==> src/rtl/ram_bist_pkg.sv <==
// Shared types and constants for the 64x8 RAM march BIST.
package ram_bist_pkg;

    typedef enum logic [2:0] {
        StIdle,
        StWAsc,
        StRAsc,
        StWDesc,
        StRDesc,
        StCheck,
        StDone
    } state_e;

    localparam int unsigned DEF_AW      = 6;
    localparam int unsigned DEF_DW      = 8;
    localparam int unsigned DEPTH       = 2 ** DEF_AW;
    localparam logic [7:0]  DEF_PATTERN = 8'h55;

endpackage

==> src/rtl/ram_bist_addr_gen.sv <==
// AW-bit up/down address counter; direction is latched on load so `last` never
// depends on the FSM's next-state logic.
module ram_bist_addr_gen #(
    parameter int unsigned AW = 6
) (
    input  logic          clk,
    input  logic          rst,
    input  logic          load,
    input  logic          dir,
    input  logic          step,
    output logic [AW-1:0] count,
    output logic          last
);

    localparam logic [AW-1:0] TOP = {AW{1'b1}};

    logic dir_q;

    always_ff @(posedge clk) begin
        if (rst) begin
            count <= '0;
            dir_q <= 1'b0;
        end else if (load) begin
            count <= dir ? TOP : '0;
            dir_q <= dir;
        end else if (step) begin
            count <= dir_q ? count - AW'(1) : count + AW'(1);
        end
    end

    // Terminal address by explicit compare, not by wrap-around.
    assign last = dir_q ? (count == '0) : (count == TOP);

endmodule

==> src/rtl/ram_bist_ctrl.sv <==
// March BIST controller: owns the RAM control bus while busy, compares each read
// one cycle later, and reports the first failing address and data.
module ram_bist_ctrl
    import ram_bist_pkg::*;
#(
    parameter int unsigned    AW      = DEF_AW,
    parameter int unsigned    DW      = DEF_DW,
    parameter logic [DW-1:0]  PATTERN = DW'(DEF_PATTERN)
) (
    input  logic          clk,
    input  logic          rst,
    input  logic          start,
    output logic          busy,
    output logic          done,
    output logic          pass,
    output logic [AW-1:0] fail_addr,
    output logic [DW-1:0] fail_data,
    output logic [DW-1:0] mem_data,
    output logic          mem_r,
    output logic [AW-1:0] mem_addr,
    output logic          mem_en,
    input  logic [DW-1:0] mem_out
);

    state_e          state_q, state_d;
    logic [AW-1:0]   addr;
    logic            addr_last, addr_load, addr_dir;
    logic            is_write, is_read, in_run, start_ok, mismatch;
    logic            cmp_vld_q;
    logic [AW-1:0]   cmp_addr_q;
    logic [DW-1:0]   cmp_exp_q;

    assign is_write = (state_q == StWAsc) || (state_q == StWDesc);
    assign is_read  = (state_q == StRAsc) || (state_q == StRDesc);
    assign in_run   = (state_q != StIdle) && (state_q != StDone);
    assign start_ok = start && !in_run;
    assign mismatch = in_run && cmp_vld_q && (mem_out != cmp_exp_q);

    ram_bist_addr_gen #(
        .AW (AW)
    ) u_addr_gen (
        .clk   (clk),
        .rst   (rst),
        .load  (addr_load),
        .dir   (addr_dir),
        .step  (is_write || is_read),
        .count (addr),
        .last  (addr_last)
    );

    always_ff @(posedge clk) begin
        if (rst) begin
            state_q <= StIdle;
        end else begin
            state_q <= state_d;
        end
    end

    always_comb begin
        state_d = state_q;
        unique case (state_q)
            StIdle, StDone: if (start) state_d = StWAsc;
            StWAsc:         if (addr_last) state_d = StRAsc;
            StRAsc:         if (addr_last) state_d = StWDesc;
            StWDesc:        if (addr_last) state_d = StRDesc;
            StRDesc:        if (addr_last) state_d = StCheck;
            StCheck:        state_d = StDone;
            default:        state_d = StIdle;
        endcase
        // A late compare may hit in the next phase's first cycle or in CHECK.
        if (mismatch) state_d = StDone;
    end

    always_comb begin
        busy      = in_run;
        done      = (state_q == StDone);
        mem_en    = is_write || is_read;
        mem_r     = is_read;
        mem_addr  = mem_en ? addr : '0;
        mem_data  = '0;
        if (state_q == StWAsc)  mem_data = PATTERN;
        if (state_q == StWDesc) mem_data = ~PATTERN;
        addr_load = (state_d != state_q) &&
                    (state_d inside {StWAsc, StRAsc, StWDesc, StRDesc});
        addr_dir  = (state_d == StWDesc) || (state_d == StRDesc);
    end

    always_ff @(posedge clk) begin
        if (rst) begin
            cmp_vld_q  <= 1'b0;
            cmp_addr_q <= '0;
            cmp_exp_q  <= '0;
        end else begin
            cmp_vld_q  <= is_read && !mismatch;
            cmp_addr_q <= addr;
            cmp_exp_q  <= (state_q == StRAsc) ? PATTERN : ~PATTERN;
        end
    end

    always_ff @(posedge clk) begin
        if (rst || start_ok) begin
            pass      <= 1'b0;
            fail_addr <= '0;
            fail_data <= '0;
        end else if (mismatch) begin
            pass      <= 1'b0;
            fail_addr <= cmp_addr_q;
            fail_data <= mem_out;
        end else if (state_q == StCheck) begin
            pass      <= 1'b1;
        end
    end

endmodule

==> config.mk <==
export PLATFORM = sky130hd
export DESIGN_NAME = ram_bist_ctrl
export DESIGN_NICKNAME = d
export VERILOG_FILES = /design/src/rtl/ram_bist_pkg.sv /design/src/rtl/ram_bist_addr_gen.sv /design/src/rtl/ram_bist_ctrl.sv
export SDC_FILE = /design/constraint.sdc
export NUM_CORES = 1
export LEC_CHECK = 0
export ABC_AREA = 1
export CAP_MARGIN = 25
export CORE_MARGIN = 2
export CORE_UTILIZATION = 49
export CTS_CLUSTER_DIAMETER = 100
export DETAILED_ROUTE_END_ITERATION = 6
export GPL_TIMING_DRIVEN = 1
export PLACE_DENSITY = 0.83
export SLEW_MARGIN = 20
export SYNTH_ARGS = -nofsm -noshare
export SYNTH_HDL_FRONTEND = slang
export SYNTH_SLANG_ARGS = --single-unit
==> constraint.sdc <==
create_clock -name clk -period 2.25 [get_ports clk]
set_input_delay 0.5625 -clock clk [delete_from_list [all_inputs] [get_ports clk]]
set_output_delay 0.5625 -clock clk [all_outputs]
set_load 0.1 [all_outputs]
==> run summary, run 1 <==
### Yosys
- leading area contributor after synthesis: sky130_fd_sc_hd__dfxtp_1
- post-synth design cell area: 1770 sq um
- Cells after Synth: 268
- net count after synthesis: 284
- proportion of netlist area held by the largest area contributor: 0.385
- Seq cells post-synth: 34
- Yosys cell types: 28
- leading post-synthesis cells by cell area: sky130_fd_sc_hd__dfxtp_1, sky130_fd_sc_hd__nand2_1, sky130_fd_sc_hd__nor2_1
- synthesized area per cell: 6.60 sq um
- number of warnings issued by yosys: 0
- sequential element share of the synthesized area: 0.385

### Critical path
- critical path endpoint category: register
- kind of launch point of the worst setup path: register
- crit-path max FO: 5
- data required time of the critical path: 2.53 ns
- arrival time reported for the critical path endpoint: 2.53 ns
- Worst Setup Path Type: register to register

### Power and ir drop
- worst supply voltage drop on vdd: 371 uV
- Leakage Power: 1.31 nW
- overall power of the completed layout: 0.00149 W
- pwr dens: 542 nW/um^2

### Timing
- final setup violation count: 0
- post-route worst setup slack: 0.00310 ns
- Period Utilization, post-route: 0.999
- Highest Clock Rate: 445 MHz
- Max-Slew Margin vs Limit: 0.656
- actual slew at the worst max-slew pin: 0.515 ns
- max-slew violation total from the final report: 0
- Final Critical Period: 2.25 ns
- aggregate negative setup slack: 0 ns
- Setup Skew: 0.0113 ns
- count of final hold-check violations: 0
- minimum hold slack: 0.452 ns

### Global route
- via count of the first global-routing pass: 1783
- global-route wire length before repair: 7.51 mm
- total congestion overflow: 0
- maximum number of pins on one net before global-route repair: 17
- number of antenna violations at the first check in global routing: 0
- global router's overall resource usage: 0.230

### Routing
- drt via density: 5.31
- mean routed wirelength per cell: 13.5 microns
- first-pass iteration count of the detailed router: 5
- Antenna Nets Post-Route: 0
- post-route DRC violation count: 0
- initial DRC count: 93
- number of vias after detailed routing: 1977
- Final Routed Wirelength: 5.02 mm

### CTS
- worst-skew pair later-pin latency: 0.34 ns
- clock-pin slew reported for the worst setup and hold paths after clock tree synthesis: 0.11 ns
- number of buffers on the longest clock path: 2
- clk root buf: sky130_fd_sc_hd__clkbuf_4
- CTS sink cnt: 34
- CTS H-tree depth: 2
- Num CTS Buffers: 5
- TritonCTS clock tree: yes

### Floorplanning
- io pins: 44
- area inside the core boundary: 3390 sq um
- die span in x: 64.1 microns
- Vert. Die Dim: 64.1 microns
- die area: 4110 sq um
- standard-cell rows: 21
- starting density of the core: 0.522

### Placed design
- routability cong.: 0.945
- Detail Placement HPWL: 3.31 mm
- post-placement worst setup slack: -0.303 ns
- cell area after placement: 2540 sq um
- port bufs: 43

### Final layout
- synthesis-to-finish area growth: 55.2%
- number of nets in the finished design: 341
- fill cell instance count of the final layout: 209
- fraction of final layout cells sized beyond drive strength 1: 0.313
- ANT cells: 0
- final instance area: 2750 sq um

### Run
- Max-cap violations: 0

### Run status
- result of the run: finished clean

### Worst hold path
- worst hold path class: register to register

worst max-delay path, stage by stage (launching register included):
cell and delay, ns:
sky130_fd_sc_hd__dfxtp_1 0.35, sky130_fd_sc_hd__inv_1 0.15, sky130_fd_sc_hd__nand2_1 0.08, sky130_fd_sc_hd__nor2_1 0.17, sky130_fd_sc_hd__nand2_2 0.12, sky130_fd_sc_hd__nand2_1 0.15
sky130_fd_sc_hd__nand2_1 0.08, sky130_fd_sc_hd__nand2_1 0.11, sky130_fd_sc_hd__inv_1 0.06, sky130_fd_sc_hd__nand2_1 0.11, sky130_fd_sc_hd__nand3_1 0.11, sky130_fd_sc_hd__nand2_2 0.11
sky130_fd_sc_hd__nand3_4 0.15, sky130_fd_sc_hd__a21oi_4 0.24, sky130_fd_sc_hd__nor2_1 0.08, sky130_fd_sc_hd__nor2_1 0.11
registers in the layout, indices dropped and copies added, names as in the netlist:
| register | count |
|---|---|
| state_q | 3 |
| fail_addr | 6 |
| pass | 1 |
| u_addr_gen.count | 6 |
| u_addr_gen.dir_q | 1 |
| cmp_vld_q | 1 |
| cmp_exp_q | 2 |
| cmp_addr_q | 6 |
| fail_data | 8 |
stage by stage:
stage | std cells | utilization
detailed placement | 358 | 0.749
global placement | 358 | 0.749
CTS | 367 | 0.770
floorplan | 268 | -
global route | 372 | 0.810
finish | 372 | 0.810
layout by cell type (no fill, tap or decap), types with 5 or more instances in the layout:
| cell | instances |
|---|---|
| sky130_fd_sc_hd__inv_1 | 16 |
| sky130_fd_sc_hd__dfxtp_1 | 31 |
| sky130_fd_sc_hd__nand2_2 | 6 |
| sky130_fd_sc_hd__a21oi_1 | 21 |
| sky130_fd_sc_hd__clkdlybuf4s50_1 | 5 |
| sky130_fd_sc_hd__nor2_4 | 9 |
| sky130_fd_sc_hd__nor2_1 | 31 |
| sky130_fd_sc_hd__buf_12 | 18 |
| sky130_fd_sc_hd__dlymetal6s2s_1 | 5 |
| sky130_fd_sc_hd__nand2_4 | 5 |
| sky130_fd_sc_hd__clkbuf_4 | 5 |
| sky130_fd_sc_hd__buf_4 | 34 |
| sky130_fd_sc_hd__nand3_1 | 12 |
| sky130_fd_sc_hd__nand2_1 | 85 |
final timing paths:
check,from,end,slack (ns),depth (start not counted)
worst max-delay path,u_addr_gen.count[3]$_SDFFE_PP0P_,u_addr_gen.count[2]$_SDFFE_PP0P_,0.003,15
worst min-delay path,cmp_addr_q[4]$_SDFF_PP0_,fail_addr[4]$_SDFFE_PP0P_,0.45,2
worst max register to register,u_addr_gen.count[3]$_SDFFE_PP0P_,u_addr_gen.count[2]$_SDFFE_PP0P_,0.003,15
worst min register to register,cmp_addr_q[4]$_SDFF_PP0_,fail_addr[4]$_SDFFE_PP0P_,0.45,2
cell families after synthesis:
logic type      synth area share
xor+xnor                  0.0198
flops                      0.385
buf+inv                   0.0976
simple gates               0.368
fa+ha+maj                 0.0396
compound gates            0.0898
power by group:
| group | switching (W) | internal, W |
|---|---|---|
| Sequential | 0.0000223 | 0.000626 |
| Clock | 0.000214 | 0.000151 |
| Combinational | 0.000307 | 0.000166 |
| Total | 0.000543 | 0.000944 |
final cells by class:
cell class | instances | area (sq um) | share of cell area
well taps | 46 | 57.6 | 0.0210
multi-input cells | 199 | 1110 | 0.403
clock inverters | 2 | 11.3 | 0.00410
clock buffers | 6 | 51.3 | 0.0187
inverters | 23 | 101 | 0.0369
flip-flops and latches | 34 | 689 | 0.251
repair buffers | 62 | 728 | 0.265
synth_stat cells, drive strengths merged:
master   n
a21boi   1
a21o     1
a21oi   23
a31oi    1
buf      8
clkbuf   5
clkinv   1
dfxtp   34
fa       1
ha       4
inv     22
nand2   96
nand2b   1
nand3   16
nand3b   2
nand4    1
nor2    41
nor3     3
o21ai    3
xnor2    2
xor2     2
routing by layer:
| layer | global-route usage | wire length, microns | vias up |
|---|---|---|---|
| li1 | - | - | 953 |
| met1 | 0.289 | 1970 | 898 |
| met2 | 0.378 | 2490 | 108 |
| met3 | 0.0493 | 434 | 18 |
| met4 | 0.104 | 129 | 0 |
| met5 | 0 | 0 | - |
repair_timing:
| item | CTS | global route |
|---|---|---|
| cloned | 0 | 1 |
| resized for setup | 0 | 29 |
| hold endpoints to repair | 0 | 0 |
| setup endpoints to repair | 6 | 13 |
| pin swaps | 1 | 8 |
| buffers inserted | 1 | 5 |
| hold buffers | 0 | 0 |
Note: power is estimated with default switching activity, not from simulation.
==> inputs of run 2 (changes only) <==
--- a/config.mk
+++ b/config.mk
@@ -8,12 +8,13 @@
 export ABC_AREA = 1
 export CAP_MARGIN = 25
 export CORE_MARGIN = 2
-export CORE_UTILIZATION = 49
+export CORE_UTILIZATION = 52
 export CTS_CLUSTER_DIAMETER = 100
 export DETAILED_ROUTE_END_ITERATION = 6
 export GPL_TIMING_DRIVEN = 1
-export PLACE_DENSITY = 0.83
+export PLACE_DENSITY = 0.82
 export SLEW_MARGIN = 20
 export SYNTH_ARGS = -nofsm -noshare
 export SYNTH_HDL_FRONTEND = slang
 export SYNTH_SLANG_ARGS = --single-unit
+export TNS_END_PERCENT = 10
==> constraint.sdc (replaced) <==
create_clock -name clk -period 2.88 [get_ports clk]
set_input_delay 0.72 -clock clk [delete_from_list [all_inputs] [get_ports clk]]
set_output_delay 0.72 -clock clk [all_outputs]
set_load 0.1 [all_outputs]
==> run 2 against run 1 <==
Compared with the run above: critical path depth is 10 lower; global-route usage is 0.16 points lower; combinational power is 33% lower; die area is 5.4% lower.
==> run summary, run 2 (synthesis results as in run 1) <==
### Routing
- Final Routed Wirelength: 4.12 mm, was 5.02 mm
- mean routed wirelength per cell: 11.6 microns, was 13.5 microns
- initial DRC count: 103, was 93
- first-pass iteration count of the detailed router: 4, was 5
- Antenna Nets Post-Route: 0, unchanged
- post-route DRC violation count: 0, unchanged
- number of vias after detailed routing: 1788, was 1977
- drt via density: 5.02, was 5.31

### Critical path
- r2r worst-path depth: 15, unchanged
- data required time of the critical path: 2.16 ns, was 2.53 ns
- buffering stage count on the worst path with inverters included: 2, unchanged
- crit-path max FO: 12, was 5
- setup slack on the worst flop-to-flop path: 0.53 ns, was 0.003 ns
- standard cell with the maximum stage delay on the critical path: sky130_fd_sc_hd__dfxtp_1, unchanged
- Worst Setup Path Type: register to output pin, was register to register
- cell breakdown of the critical path: nand2_1, nand2_8, inv_4, nor2_2, buf_12, was inv_1, nand2_1, nor2_1, nand2_2, nand2_1, nand2_1, nand2_1, inv_1, nand2_1, nand3_1, nand2_2, nand3_4, a21oi_4, nor2_1, nor2_1
- kind of launch point of the worst setup path: register, unchanged
- worst r2r dst: u_addr_gen.count[4]$_SDFFE_PP0P_, was u_addr_gen.count[2]$_SDFFE_PP0P_
- critical path endpoint category: output pin, was register
- Largest delay share family, worst path: simple AND/OR/NAND/NOR gates, unchanged
- worst stage delay on the critical path: 0.54 ns, was 0.35 ns
- arrival time reported for the critical path endpoint: 1.73 ns, was 2.53 ns
- R2R Path Start: state_q[0]$_SDFF_PP0_, was u_addr_gen.count[3]$_SDFFE_PP0P_

### Final layout
- ANT cells: 0, unchanged
- fraction of final layout cells sized beyond drive strength 1: 0.226, was 0.313
- Biggest register: fail_data, unchanged
- final standard cell count with taps included and fillers excluded: 356, was 372
- commonest non-fill, non-tap cell in the layout: sky130_fd_sc_hd__nand2_1, unchanged
- number of nets in the finished design: 325, was 341
- synthesis-to-finish area growth: 40.9%, was 55.2%
- final core area utilization: 0.753, was 0.810
- flip-flop count of the largest register after layout: 8, unchanged
- leading cell types in the layout, fill and taps excluded: sky130_fd_sc_hd__nand2_1, sky130_fd_sc_hd__dfxtp_1, sky130_fd_sc_hd__nor2_1, was sky130_fd_sc_hd__nand2_1, sky130_fd_sc_hd__buf_4, sky130_fd_sc_hd__nor2_1, sky130_fd_sc_hd__dfxtp_1, sky130_fd_sc_hd__a21oi_1

### CTS
- CTS H-tree depth: 2, unchanged
- clk root buf: sky130_fd_sc_hd__clkbuf_4, unchanged
- number of instances resized during post-cts repair: 0, unchanged
- number of buffers on the longest clock path: 2, unchanged
- setup bufs post-CTS: 0, was 1
- TritonCTS clock tree: yes, unchanged
- clock-pin slew reported for the worst setup and hold paths after clock tree synthesis: 0.12 ns, was 0.11 ns
- hold buffer count at CTS: 0, unchanged
- worst-skew pair later-pin latency: 0.34 ns, about the same
- Num CTS Buffers: 5, unchanged
- CTS sink cnt: 34, unchanged

### Floorplanning
- standard-cell rows: 21, unchanged
- Vert. Die Dim: 62.3 microns, was 64.1 microns
- die span in x: 62.3 microns, was 64.1 microns
- area inside the core boundary: 3310 sq um, was 3390 sq um
- die area: 3890 sq um, was 4110 sq um
- io pins: 44, unchanged
- starting density of the core: 0.534, was 0.522

### Power and ir drop
- Power Internal: 0.000830 W, was 0.000944 W
- switching portion of total power: 0.326, was 0.365
- portion of total power attributed to the clock network: 0.332, was 0.246
- worst supply voltage drop on vdd: 324 uV, was 371 uV
- Leakage Power: 1.14 nW, was 1.31 nW
- pwr dens: 494 nW/um^2, was 542 nW/um^2
- net switching power of the design: 0.000401 W, was 0.000543 W
- fraction of power consumed by sequential logic: 0.410, was 0.436
- share of power burned in combinational logic: 0.258, was 0.318

### Global route
- number of antenna violations at the first check in global routing: 0, unchanged
- total congestion overflow: 0, unchanged
- global-route wire length before repair: 7.16 mm, was 7.51 mm
- via count of the first global-routing pass: 1545, was 1783
- maximum number of pins on one net before global-route repair: 17, unchanged
- global router's overall resource usage: 0.229, was 0.230

### Timing
- Max-Slew Margin vs Limit: 0.662, was 0.656
- Highest Clock Rate: 409 MHz
- final setup violation count: 0, unchanged
- Final Critical Period: 2.45 ns
- Setup Skew: 0.0117 ns, was 0.0113 ns
- actual slew at the worst max-slew pin: 0.505 ns, was 0.515 ns
- setup repair after global routing missed its margin: false
- post-route worst setup slack: 0.433 ns, was 0.00310 ns
- max-slew violation total from the final report: 0, unchanged
- Period Utilization, post-route: 0.850
- count of final hold-check violations: 0, unchanged

### Worst hold path
- hold path start: cmp_addr_q[3]$_SDFF_PP0_, was cmp_addr_q[4]$_SDFF_PP0_
- worst hold path class: register to register, unchanged
- destination of the worst hold path: fail_addr[3]$_SDFFE_PP0P_, was fail_addr[4]$_SDFFE_PP0P_
- Hold Path Cell Cnt: 2, unchanged

### Placed design
- routability cong.: 0.903, was 0.945
- port bufs: 43, unchanged
- Detail Placement HPWL: 3.09 mm, was 3.31 mm
- post-placement worst setup slack: 0.234 ns, was -0.303 ns
- placed cells: 348, was 358

### Run status
- result of the run: finished clean, unchanged

### Run
- Max-cap violations: 0, unchanged

run 2: cell types whose count changed in the layout (fill, tap and decap cells not counted), sizes merged, moves of 2 or more:
cell and change:
dlymetal6s2s -5, inv -2, buf -15, clkdlybuf4s50 +5
run 2: layout make-up:
class	count	area (sq um)
clock buffers	6	62.6
inverters	23	93.8
fillers	265	818
well taps	46	57.6
flip-flops and latches	34	688
clock inverters	2	38.8
multi-input cells	198	998
repair buffers	47	553
run 2: power groups by stage:
stage / Clock [W] / Sequential (W) / Combinational (W)
2_1_floorplan: 0 / 0.000511 / 0.000238
3_3_place_gp: 0 / 0.000514 / 0.000311
3_5_place_dp: 0 / 0.000515 / 0.000316
4_1_cts: 0.000414 / 0.000504 / 0.000318
5_1_grt: 0.000437 / 0.000507 / 0.000344
6_report: 0.000409 / 0.000504 / 0.000317
run 2: how the worst max path moves through the flow:
stage / startpoint / to / depth (start not counted) / slack, ns
2_1_floorplan: state_q[1]$_SDFF_PP0_ / mem_addr[0] / 7 / -0.17
3_3_place_gp: mem_out[4] / u_addr_gen.count[3]$_SDFFE_PP0P_ / 16 / 0.23
3_5_place_dp: mem_out[2] / u_addr_gen.count[1]$_SDFFE_PP0P_ / 16 / 0.23
4_1_cts: state_q[0]$_SDFF_PP0_ / mem_addr[0] / 5 / 0.42
5_1_grt: mem_out[6] / u_addr_gen.count[4]$_SDFFE_PP0P_ / 16 / 0.25
6_report: state_q[0]$_SDFF_PP0_ / mem_addr[0] / 5 / 0.43
run 2: worst register-to-register path, cell delays in order (launching register included):
cell                       delay, ns
sky130_fd_sc_hd__dfxtp_1        0.54
sky130_fd_sc_hd__nand2_1        0.27
sky130_fd_sc_hd__nor2_2         0.15
sky130_fd_sc_hd__buf_4          0.20
sky130_fd_sc_hd__a21boi_2       0.20
sky130_fd_sc_hd__nor2_2         0.08
sky130_fd_sc_hd__nand2_1        0.08
sky130_fd_sc_hd__nand2_1        0.07
sky130_fd_sc_hd__nand2_1        0.07
sky130_fd_sc_hd__nand2_1        0.05
sky130_fd_sc_hd__nand2_1        0.10
sky130_fd_sc_hd__nand2_2        0.16
sky130_fd_sc_hd__nand2_1        0.11
sky130_fd_sc_hd__nand2_1        0.05
sky130_fd_sc_hd__nor2_1         0.11
sky130_fd_sc_hd__nor2_1         0.05
run 2: stage by stage:
step                      setup TNS (ns)  hold WS, ns  cell area (sq um)  total power, W
after floorplan                   -0.258        0.426               1890        0.000749
after global placement                 0        0.430               2390        0.000825
after detailed placement               0        0.439               2390        0.000831
after CTS                              0        0.459               2490         0.00124
after global routing                   0        0.458               2490         0.00129
final                                  0        0.449               2490         0.00123
run 2: routing by layer:
metal | up-vias | global-route usage | part of all wire
met4 | 0 | 0.0806 | 0.013
met3 | 6 | 0.0525 | 0.066
met2 | 60 | 0.363 | 0.47
met1 | 797 | 0.306 | 0.45
li1 | 925 | - | -
met5 | - | 0 | 0
